**src/rtl/uart_block_sched_if.sv**
```systemverilog
// Bundle of requester, UART and status signals for uart_block_sched.
// The slave modport is the scheduler; the master modport is whoever drives
// the requests and models the UART transmitter.
interface uart_block_sched_if;
    logic         req0_valid_i;
    logic         req1_valid_i;
    logic [127:0] req0_data_i;
    logic [127:0] req1_data_i;
    logic         req0_ack_o;
    logic         req1_ack_o;
    logic         uart_wr_o;
    logic [7:0]   uart_dat_o;
    logic         uart_busy_i;
    logic         done_o;
    logic         active_o;
    logic         cur_id_o;
    logic         err_o;
    logic [2:0]   state_dbg;

    modport master (
        output req0_valid_i, req1_valid_i, req0_data_i, req1_data_i, uart_busy_i,
        input  req0_ack_o, req1_ack_o, uart_wr_o, uart_dat_o, done_o,
        input  active_o, cur_id_o, err_o, state_dbg
    );

    modport slave (
        input  req0_valid_i, req1_valid_i, req0_data_i, req1_data_i, uart_busy_i,
        output req0_ack_o, req1_ack_o, uart_wr_o, uart_dat_o, done_o,
        output active_o, cur_id_o, err_o, state_dbg
    );
endinterface

```
**src/rtl/uart_block_sched.sv**
```systemverilog
// Two-requester block scheduler feeding a byte-wide UART transmitter.
// A granted 128-bit block is sent MSB byte first, optionally preceded by a
// header byte 8'hA0 | requester id.
//
// Handshakes: a requester holds valid high until it sees its one-cycle ack;
// data is captured only on the grant edge. Each UART byte is offered with a
// one-cycle write strobe while the transmitter is idle; the transmitter must
// then raise busy within BUSY_TMO cycles and drop it when the byte is gone.
module uart_block_sched #(
    parameter int HDR_EN   = 1,
    parameter int BUSY_TMO = 15
) (
    input  logic sys_clk_i,
    input  logic sys_rst_i,
    uart_block_sched_if.slave bus
);

    typedef enum logic [2:0] {
        IDLE      = 3'd0,
        ISSUE     = 3'd1,
        WAIT_BUSY = 3'd2,
        WAIT_IDLE = 3'd3,
        DONE      = 3'd4
    } state_t;

    localparam logic [4:0] LAST_IDX = (HDR_EN != 0) ? 5'd16 : 5'd15;
    localparam logic [3:0] TMO_LAST = 4'(BUSY_TMO - 1);

    state_t       state;
    logic [127:0] shreg;
    logic [4:0]   byte_idx;
    logic [3:0]   tmo_cnt;
    logic         cur_id;
    logic         last_grant;
    logic         ack0;
    logic         ack1;
    logic [7:0]   dat;
    logic         done;
    logic         err;

    logic         grant_id;
    logic [127:0] grant_data;

    // Round-robin pick: on a tie the requester not served last wins.
    assign grant_id   = (bus.req0_valid_i && bus.req1_valid_i) ? ~last_grant : bus.req1_valid_i;
    assign grant_data = grant_id ? bus.req1_data_i : bus.req0_data_i;

    // Main scheduler FSM; all outputs except the write strobe are registered.
    always_ff @(posedge sys_clk_i or posedge sys_rst_i) begin
        if (sys_rst_i) begin
            state      <= IDLE;
            shreg      <= '0;
            byte_idx   <= '0;
            tmo_cnt    <= '0;
            cur_id     <= 1'b0;
            last_grant <= 1'b1;
            ack0       <= 1'b0;
            ack1       <= 1'b0;
            dat        <= 8'h00;
            done       <= 1'b0;
            err        <= 1'b0;
        end else begin
            ack0 <= 1'b0;
            ack1 <= 1'b0;
            done <= 1'b0;
            case (state)
                IDLE: begin
                    if (bus.req0_valid_i || bus.req1_valid_i) begin
                        cur_id   <= grant_id;
                        byte_idx <= '0;
                        ack0     <= ~grant_id;
                        ack1     <= grant_id;
                        if (HDR_EN != 0) begin
                            shreg <= grant_data;
                            dat   <= {7'b1010000, grant_id};
                        end else begin
                            shreg <= {grant_data[119:0], 8'h00};
                            dat   <= grant_data[127:120];
                        end
                        state <= ISSUE;
                    end
                end
                ISSUE: begin
                    if (!bus.uart_busy_i) begin
                        tmo_cnt <= '0;
                        state   <= WAIT_BUSY;
                    end
                end
                WAIT_BUSY: begin
                    if (bus.uart_busy_i) begin
                        state <= WAIT_IDLE;
                    end else if (tmo_cnt == TMO_LAST) begin
                        err   <= 1'b1;
                        state <= IDLE;
                    end else begin
                        tmo_cnt <= tmo_cnt + 4'd1;
                    end
                end
                WAIT_IDLE: begin
                    if (!bus.uart_busy_i) begin
                        if (byte_idx == LAST_IDX) begin
                            done  <= 1'b1;
                            state <= DONE;
                        end else begin
                            byte_idx <= byte_idx + 5'd1;
                            dat      <= shreg[127:120];
                            shreg    <= {shreg[119:0], 8'h00};
                            state    <= ISSUE;
                        end
                    end
                end
                DONE: begin
                    last_grant <= cur_id;
                    state      <= IDLE;
                end
                default: state <= IDLE;
            endcase
        end
    end

    // The strobe must land in the very ISSUE cycle that sees busy low, so it
    // is decoded from the state register and the live busy flag.
    assign bus.uart_wr_o  = (state == ISSUE) && !bus.uart_busy_i;
    assign bus.uart_dat_o = dat;
    assign bus.req0_ack_o = ack0;
    assign bus.req1_ack_o = ack1;
    assign bus.done_o     = done;
    assign bus.active_o   = (state != IDLE);
    assign bus.cur_id_o   = cur_id;
    assign bus.err_o      = err;
    assign bus.state_dbg  = state;

endmodule

```
**src/flat_wrapper.sv**
```systemverilog
// flat-port wrapper written by rule: the top's interface ports become plain ports
module uart_block_sched_flat 
#(
    parameter int HDR_EN   = 1,
    parameter int BUSY_TMO = 15
)
  (sys_clk_i, sys_rst_i, bus_req0_valid_i, bus_req1_valid_i, bus_req0_data_i, bus_req1_data_i, bus_uart_busy_i, bus_req0_ack_o, bus_req1_ack_o, bus_uart_wr_o, bus_uart_dat_o, bus_done_o, bus_active_o, bus_cur_id_o, bus_err_o, bus_state_dbg);
  uart_block_sched_if bus_i ();
  input  logic sys_clk_i;
  input  logic sys_rst_i;
  input wire logic [$bits(bus_i.req0_valid_i)-1:0] bus_req0_valid_i;
  input wire logic [$bits(bus_i.req1_valid_i)-1:0] bus_req1_valid_i;
  input wire logic [$bits(bus_i.req0_data_i)-1:0] bus_req0_data_i;
  input wire logic [$bits(bus_i.req1_data_i)-1:0] bus_req1_data_i;
  input wire logic [$bits(bus_i.uart_busy_i)-1:0] bus_uart_busy_i;
  output wire logic [$bits(bus_i.req0_ack_o)-1:0] bus_req0_ack_o;
  output wire logic [$bits(bus_i.req1_ack_o)-1:0] bus_req1_ack_o;
  output wire logic [$bits(bus_i.uart_wr_o)-1:0] bus_uart_wr_o;
  output wire logic [$bits(bus_i.uart_dat_o)-1:0] bus_uart_dat_o;
  output wire logic [$bits(bus_i.done_o)-1:0] bus_done_o;
  output wire logic [$bits(bus_i.active_o)-1:0] bus_active_o;
  output wire logic [$bits(bus_i.cur_id_o)-1:0] bus_cur_id_o;
  output wire logic [$bits(bus_i.err_o)-1:0] bus_err_o;
  output wire logic [$bits(bus_i.state_dbg)-1:0] bus_state_dbg;
  assign bus_i.req0_valid_i = bus_req0_valid_i;
  assign bus_i.req1_valid_i = bus_req1_valid_i;
  assign bus_i.req0_data_i = bus_req0_data_i;
  assign bus_i.req1_data_i = bus_req1_data_i;
  assign bus_i.uart_busy_i = bus_uart_busy_i;
  assign bus_req0_ack_o = bus_i.req0_ack_o;
  assign bus_req1_ack_o = bus_i.req1_ack_o;
  assign bus_uart_wr_o = bus_i.uart_wr_o;
  assign bus_uart_dat_o = bus_i.uart_dat_o;
  assign bus_done_o = bus_i.done_o;
  assign bus_active_o = bus_i.active_o;
  assign bus_cur_id_o = bus_i.cur_id_o;
  assign bus_err_o = bus_i.err_o;
  assign bus_state_dbg = bus_i.state_dbg;
  uart_block_sched #(.HDR_EN(HDR_EN), .BUSY_TMO(BUSY_TMO)) u_core (.sys_clk_i(sys_clk_i), .sys_rst_i(sys_rst_i), .bus(bus_i));
endmodule
```
**config.mk**
```make
export PLATFORM = sky130hd
export DESIGN_NAME = uart_block_sched_flat
export DESIGN_NICKNAME = d
export VERILOG_FILES = /design/src/rtl/uart_block_sched_if.sv /design/src/rtl/uart_block_sched.sv /design/src/flat_wrapper.sv
export SDC_FILE = /design/constraint.sdc
export NUM_CORES = 1
export LEC_CHECK = 0
export ABC_AREA = 1
export CAP_MARGIN = 15
export CORE_MARGIN = 2
export CORE_UTILIZATION = 40
export CTS_BUF_LIST = sky130_fd_sc_hd__clkbuf_2 sky130_fd_sc_hd__clkbuf_4 sky130_fd_sc_hd__clkbuf_8
export DETAILED_ROUTE_END_ITERATION = 7
export PLACE_DENSITY = 0.8
export REMOVE_ABC_BUFFERS = 1
export SYNTH_ARGS = -nofsm -noshare
export SYNTH_HDL_FRONTEND = slang
export SYNTH_SLANG_ARGS = --single-unit
```
**constraint.sdc**
```tcl
create_clock -name sys_clk_i -period 13.27 [get_ports sys_clk_i]
set_input_delay 2.654 -clock sys_clk_i [delete_from_list [all_inputs] [get_ports sys_clk_i]]
set_output_delay 2.654 -clock sys_clk_i [all_outputs]
set_load 0.01 [all_outputs]
```
==> results of run 1 <==
## state kept, by name (all words and copies together) (netlist names)
name,cells
u_core.tmo_cnt,4
u_core.last_grant,1
u_core.shreg,128
u_core.byte_idx,5
u_core.bus.req1_ack_o,1
u_core.bus.err_o,1
u_core.bus.cur_id_o,1
u_core.bus.state_dbg,3
u_core.bus.req0_ack_o,1
u_core.bus.uart_dat_o,8
u_core.bus.done_o,1
## path summary, 6_finish.rpt
kind | start | end | slack, ns
min in group asynchronous | sys_rst_i | u_core.shreg[91] | 2.71
setup reg to reg | u_core.bus.state_dbg[0] | u_core.shreg[40] | 10.21
max in group asynchronous | sys_rst_i | u_core.shreg[27] | 9.21
setup / recovery | bus_uart_busy_i | bus_uart_wr_o | 6.69
hold reg to reg | u_core.shreg[2] | u_core.shreg[2] | 0.47
hold / removal | u_core.shreg[2] | u_core.shreg[2] | 0.47
## synth_stat cells
library cell | n | area share, %
a21oi_1 | 1 | 0.051
nand3b_1 | 1 | 0.077
inv_2 | 4 | 0.15
dfstp_2 | 1 | 0.27
nor2_2 | 1 | 0.064
nor2_1 | 13 | 0.50
nand2_2 | 1 | 0.064
buf_6 | 8 | 0.93
nand2_1 | 903 | 35
o21bai_1 | 2 | 0.15
ha_1 | 4 | 0.51
dfrtp_1 | 153 | 39
buf_4 | 3 | 0.23
nand4_1 | 4 | 0.26
nor2_4 | 1 | 0.12
buf_2 | 35 | 1.8
xor2_1 | 3 | 0.27
buf_1 | 8 | 0.31
or2_2 | 9 | 0.58
inv_1 | 254 | 9.8
xnor2_1 | 1 | 0.090
a31oi_1 | 1 | 0.064
o211ai_1 | 8 | 0.62
o21ai_0 | 11 | 0.57
nor3_1 | 3 | 0.15
nand3_1 | 137 | 7.0
clkbuf_1 | 30 | 1.2
## layout make-up
class                           count  area share (%)
Clock inverter                     12            1.08
Clock buffer                       19            1.96
Inverter                          258            7.54
Sequential cell                   154            29.6
Tap cell                          324            3.12
Multi-Input combinational cell   1104            34.5
Timing Repair Buffer              286            22.2
## kinds of logic after synthesis
| family | after synthesis |
|---|---|
| AO/OA/AOI/OAI | 23 |
| buffers and inverters | 342 |
| XOR/XNOR | 4 |
| flip-flops | 154 |
| adder cells (fa/ha/maj) | 4 |
| AND/OR/NAND/NOR | 1073 |
## power by group through the flow
stage	Sequential (uW)	Clock, uW	Combinational [uW]
final	809	360	1030
after detailed placement	814	0	1040
after global placement	810	0	1010
after floorplan	798	0	714
after CTS	808	371	1050
after global routing	835	391	1200
## per-layer routing
| layer | wire [um] | track usage (%) |
|---|---|---|
| met5 | 0 | 0 |
| met4 | 246 | 4.10 |
| met3 | 1640 | 4.68 |
| met2 | 11400 | 33.0 |
| met1 | 11700 | 26.5 |
## stage by stage
stage                     power, uW  setup WS (ns)  hold slack [ns]  std cells  utilization [%]
final                          2200           6.69            0.475       2157             54.0
after global routing           2430           6.63            0.502       2157             54.0
after CTS                      2220           6.68            0.482       2155             53.7
after detailed placement       1860           6.69            0.459       2124             52.1
after global placement         1820           6.71            0.455       2124             52.1
after floorplan                1510           5.63            0.442       1516                -
## tightest hold or removal path: cells and delay by family, from the launching register on
kind / cells / cell delay, ns
simple gates: 2 / 0.09
flops: 1 / 0.35
==> out/metrics.csv, run 1 <==
stage,metric,value,unit
timing,fin. max-slew vios,0,
die,Initial Util,40.4,%
clocking,clk root buf,clkbuf_8,
critical_path,critical path class,input port to output pin,
placement,RePlAce Congestion,0.790,
die,num rows,57,
clocking,H-tree Lvls,4,
placement,dpl cell area,12600,um2
clocking,CTS sink count,154,
clocking,CTS Buffer Depth,2,
global_routing,vias in the first global route,9210,
pwr,clock share of power,16.4,%
final_layout,share of cells above drive strength 1,3.22,%
timing,Slew HR,40.2,%
drt,post-route ant nets,0,
final_layout,FILL cells,2345,
drt,WL per Instance,11.6,um
pwr,P_sw,958,uW
timing,Setup Skew,0.0113,ns
pwr,Combinational Power Share,46.8,%
final_layout,Syn-to-layout area delta,33.7,%
yosys,Yosys reg bits,154,
global_routing,GRT Util Overall,19.8,%
critical_path,Reg2Reg Depth,8,
critical_path,crit path max fanout,7,
timing,fmax,0.152,GHz
yosys,largest family of logic cells by synthesized area,simple AND/OR/NAND/NOR gates,
yosys,Synth Area in XOR/XNOR,0.360,%
timing,Setup TNS,0,ns
timing,# setup viols final,0,
hold_path,worst hold path stage count,2,
global_routing,first-pass GRT wire length,42400,um
critical_path,CP Depth,3,
critical_path,Critical Path AT,3.93,ns
clocking,clock buffer count from CTS,17,
drt,DRC Markers,0,
drt,DRT Pass-1 Iters,5,
final_layout,area of the multi-input gates,4490,um2
critical_path,Buf/Inv on CP,2,
clocking,clock latency on the worst-skew pair,0.45,ns
critical_path,WP data required,10.62,ns
global_routing,pin count of the biggest net entering global routing,130,
final_layout,"commonest non-fill, non-tap cell in the layout",nand2_1,
yosys,"Distinct cells, synth",27,
clocking,TritonCTS clock tree,yes,
critical_path,critical path's most frequent cell,clkdlybuf4s50_1,
yosys,Synth warnings,0,
run,max-cap violation count,0,
final_layout,final net count,2086,
final_layout,Ant. Diodes,0,
die,Die X,160,um
critical_path,crit-path cells,clkdlybuf4s50_1 -> nor2_1 -> clkdlybuf4s50_1,
placement,# port buffers,278,
yosys,post-synthesis sequential area ratio,39.6,%
timing,Tmin final,6.58,ns
die,core area,24100,um2
pwr,Reg power frac,36.8,%
pwr,VDD IR max,0.119,mV
clocking,Worst-path clk slew,0.09,ns
die,# IOs,279,
pwr,pwr dens,169,nW/um2
die,Die Y,160,um
critical_path,Startpoint Class,input port,
yosys,Synth Area in Compound Gates,1.45,%
pwr,switching share of power,43.6,%
yosys,Synth Area in Simple Gates,43.7,%
drt,WL final,25000,um
pwr,internal power,1240,uW
pwr,Leakage,0.00746,uW
drt,drt first-iter violations,702,
clocking,CTS hold repair buffers,0,
clocking,CTS resizes,0,
critical_path,CP Capture Type,output pin,
timing,RSZ-0062 raised after global routing,no,
hold_path,Hold Path Class,flop to flop,
final_layout,Register Area,3850,um2
clocking,setup repair bufs after CTS,0,
critical_path,Worst path slowest cell,clkdlybuf4s50_1,
timing,Final Hold Viols,0,
yosys,Post-Synth Adder-Cell Area,0.514,%
yosys,Synth Area per Inst,6.08,um2
drt,DR vias,9757,
die,Die ar.,25600,um2
global_routing,grt ovf,0,
final_layout,most frequent cells in the layout,"nand2_1 (902), clkdlybuf4s50_1 (278), inv_1 (252), dfrtp_1 (153), nand3_1 (137)",
placement,Detail Placement HPWL,16800,um
global_routing,initial antenna violation count,0,
drt,drt via density,4.52,
critical_path,CP peak stage delay,0.56,ns
timing,actual slew at the worst max-slew pin,0.898,ns
timing,fin crit share,49.6,%
run_status,status,finished clean,
critical_path,CP top delay family,buffers and inverters,
yosys,Synth Cell Area,9730,um2
yosys,Cells after Synth,1600,
final_layout,post-route cell area,13000,um2
yosys,mux contribution to synthesized area,0,%
No activity file was read; power rests on OpenSTA's default activity.
==> inputs of run 2 (changes only) <==
==> constraint.sdc (replaced) <==
create_clock -name sys_clk_i -period 6.45 [get_ports sys_clk_i]
set_input_delay 1.29 -clock sys_clk_i [delete_from_list [all_inputs] [get_ports sys_clk_i]]
set_output_delay 1.29 -clock sys_clk_i [all_outputs]
set_load 0.01 [all_outputs]
==> run 2 against run 1 <==
  * Sequential share of layout area decreased by 0.16 points
  * Critical path depth unchanged
  * First-iteration DRC count increased by 0.57%
  * Worst hold slack got worse by 0.0018 ns
  * Clock power increased by 140%
  * Global-route usage increased by 0.21 points
  * Setup slack got worse by 4.1 ns
  * Sequential power increased by 110%
  * Core utilization increased by 0.29 points
  * Clock-buffer cell count unchanged
  * Combinational power increased by 110%
  * Clock skew increased by 0.0017 ns
  * Critical endpoint unchanged
  * Largest power group unchanged
==> out/metrics.csv, run 2 (same netlist as run 1, synthesis figures left out) <==
stage,metric,value,unit
drt,DRT Pass-1 Iters,5,
pwr,Power Total,4640,uW
critical_path,crit path max fanout,7,
final_layout,FILL cells,2332,
placement,Detail Placement HPWL,17700,um
pwr,Combinational Power Share,45.7,%
die,Die Y,160,um
pwr,clock share of power,18.3,%
critical_path,critical path's most frequent cell,clkdlybuf4s50_1,
drt,DR vias,9799,
critical_path,crit-path cells,clkdlybuf4s50_1 -> nor2_1 -> clkdlybuf4s50_1,
timing,fin. max-slew vios,0,
critical_path,CP peak stage delay,0.57,ns
timing,Tmin final,3.88,ns
final_layout,most frequent cells in the layout,"nand2_1 (902), clkdlybuf4s50_1 (278), inv_1 (252), dfrtp_1 (153), nand3_1 (137)",
run_status,status,finished clean,
pwr,Leakage,0.00750,uW
drt,WL per Instance,11.8,um
clocking,Worst-path clk slew,0.08,ns
clocking,CTS hold repair buffers,0,
placement,RePlAce Congestion,0.797,
timing,# setup viols final,0,
placement,Placement Setup Slack,2.15,ns
drt,post-route ant nets,0,
critical_path,Critical Path AT,2.59,ns
final_layout,final net count,2086,
global_routing,vias in the first global route,9225,
timing,fin crit share,60.1,%
pwr,internal power,2650,uW
die,Die X,160,um
critical_path,critical path class,input port to output pin,
clocking,H-tree Lvls,4,
clocking,clock buffer count from CTS,17,
global_routing,pin count of the biggest net entering global routing,110,
die,Initial Util,40.4,%
clocking,CTS resizes,0,
clocking,TritonCTS clock tree,yes,
placement,dpl cell area,12600,um2
clocking,clk root buf,clkbuf_8,
final_layout,"commonest non-fill, non-tap cell in the layout",nand2_1,
drt,drt first-iter violations,706,
clocking,setup repair bufs after CTS,0,
drt,drt via density,4.54,
pwr,Reg power frac,36.0,%
die,# IOs,279,
die,Die ar.,25600,um2
pwr,P_sw,1990,uW
drt,WL final,25500,um
timing,worst setup margin,2.57,ns
drt,DRC Markers,0,
final_layout,fin util,54.3,%
global_routing,grt ovf,0,
pwr,VDD IR max,0.261,mV
die,num rows,57,
critical_path,WP data required,5.16,ns
critical_path,Worst path slowest cell,clkdlybuf4s50_1,
global_routing,GRT Util Overall,20.0,%
run,max-cap violation count,0,
critical_path,Startpoint Class,input port,
timing,Setup Skew,0.0131,ns
final_layout,max reg flops,128,
final_layout,share of cells above drive strength 1,3.27,%
final_layout,Ant. Diodes,0,
clocking,CTS Buffer Depth,2,
hold_path,Hold Path Class,flop to flop,
final_layout,post-route cell area,13100,um2
timing,Setup TNS,0,ns
final_layout,Reg with most FFs,u_core.shreg,
timing,Slew HR,34.2,%
clocking,CTS sink count,154,
critical_path,Buf/Inv on CP,2,
timing,Final Hold Viols,0,
timing,fmax,0.258,GHz
die,core area,24100,um2
global_routing,initial antenna violation count,0,
critical_path,CP Capture Type,output pin,
pwr,pwr dens,355,nW/um2
timing,actual slew at the worst max-slew pin,0.987,ns
clocking,clock latency on the worst-skew pair,0.45,ns
global_routing,first-pass GRT wire length,42900,um
pwr,switching share of power,42.9,%
timing,RSZ-0062 raised after global routing,no,
final_layout,Syn-to-layout area delta,34.4,%
critical_path,CP top delay family,buffers and inverters,
placement,# port buffers,278,
run 2: changes by cell type in the layout (fill, tap and decap cells not counted):
| cell | before | now |
|---|---|---|
| clkinvlp_4 | 3 | 2 |
| clkbuf_4 | 1 | 0 |
| inv_6 | 4 | 5 |
| clkbuf_8 | 18 | 19 |
| clkinv_4 | 3 | 0 |
| bufinv_16 | 2 | 4 |
| inv_8 | 0 | 3 |
| clkinv_2 | 1 | 0 |
run 2: metal layers:
layer	track usage [%]	vias up	wire (um)
li1	-	5110	-
met1	26.8	4363	11600
met2	33.2	291	11800
met3	3.84	35	1640
met4	5.69	0	459
met5	0	-	0
run 2: power by group through the flow:
stage / Sequential [uW] / Clock [uW] / Combinational (uW)
final: 1670 / 849 / 2120
after global routing: 1720 / 915 / 2470
after floorplan: 1640 / 0 / 1470
after global placement: 1670 / 0 / 2070
after detailed placement: 1680 / 0 / 2140
after CTS: 1670 / 871 / 2160
run 2: final timing paths:
path	from	endpoint	slack, ns	cells after the start
max	bus_uart_busy_i	bus_uart_wr_o	2.57	3
min	u_core.shreg[4]	u_core.shreg[4]	0.47	2
max reg2reg	u_core.bus.state_dbg[2]	u_core.shreg[87]	2.69	11
min reg2reg	u_core.shreg[4]	u_core.shreg[4]	0.47	2
max in group asynchronous	sys_rst_i	u_core.shreg[39]	3.82	3
min in group asynchronous	sys_rst_i	u_core.shreg[122]	1.43	2
run 2: per-stage QoR:
step	std cells	hold slack, ns
after floorplan	1516	0.442
after global placement	2124	0.453
after detailed placement	2126	0.458
after CTS	2158	0.481
after global routing	2158	0.504
final	2158	0.473
run 2: area by class of cell:
type | instances | area [um2] | share of cell area [%]
clock buffers | 19 | 262 | 2.00
clock inverters | 13 | 204 | 1.56
inverters | 258 | 981 | 7.50
multi-input cells | 1104 | 4490 | 34.3
flip-flops and latches | 154 | 3850 | 29.5
well taps | 324 | 405 | 3.10
repair buffers | 286 | 2880 | 22.0
run 2: worst register-to-register path, stage by stage (launching register included):
cell and delay, ns:
dfrtp_1 0.46, inv_2 0.13, nand2_1 0.11, nor2_4 0.09, buf_4 0.62, nand2_1 0.16, nand2_1 0.14, nand2_4 0.41
inv_4 0.90, buf_4 0.50, nand2_1 0.12, nand2_1 0.07
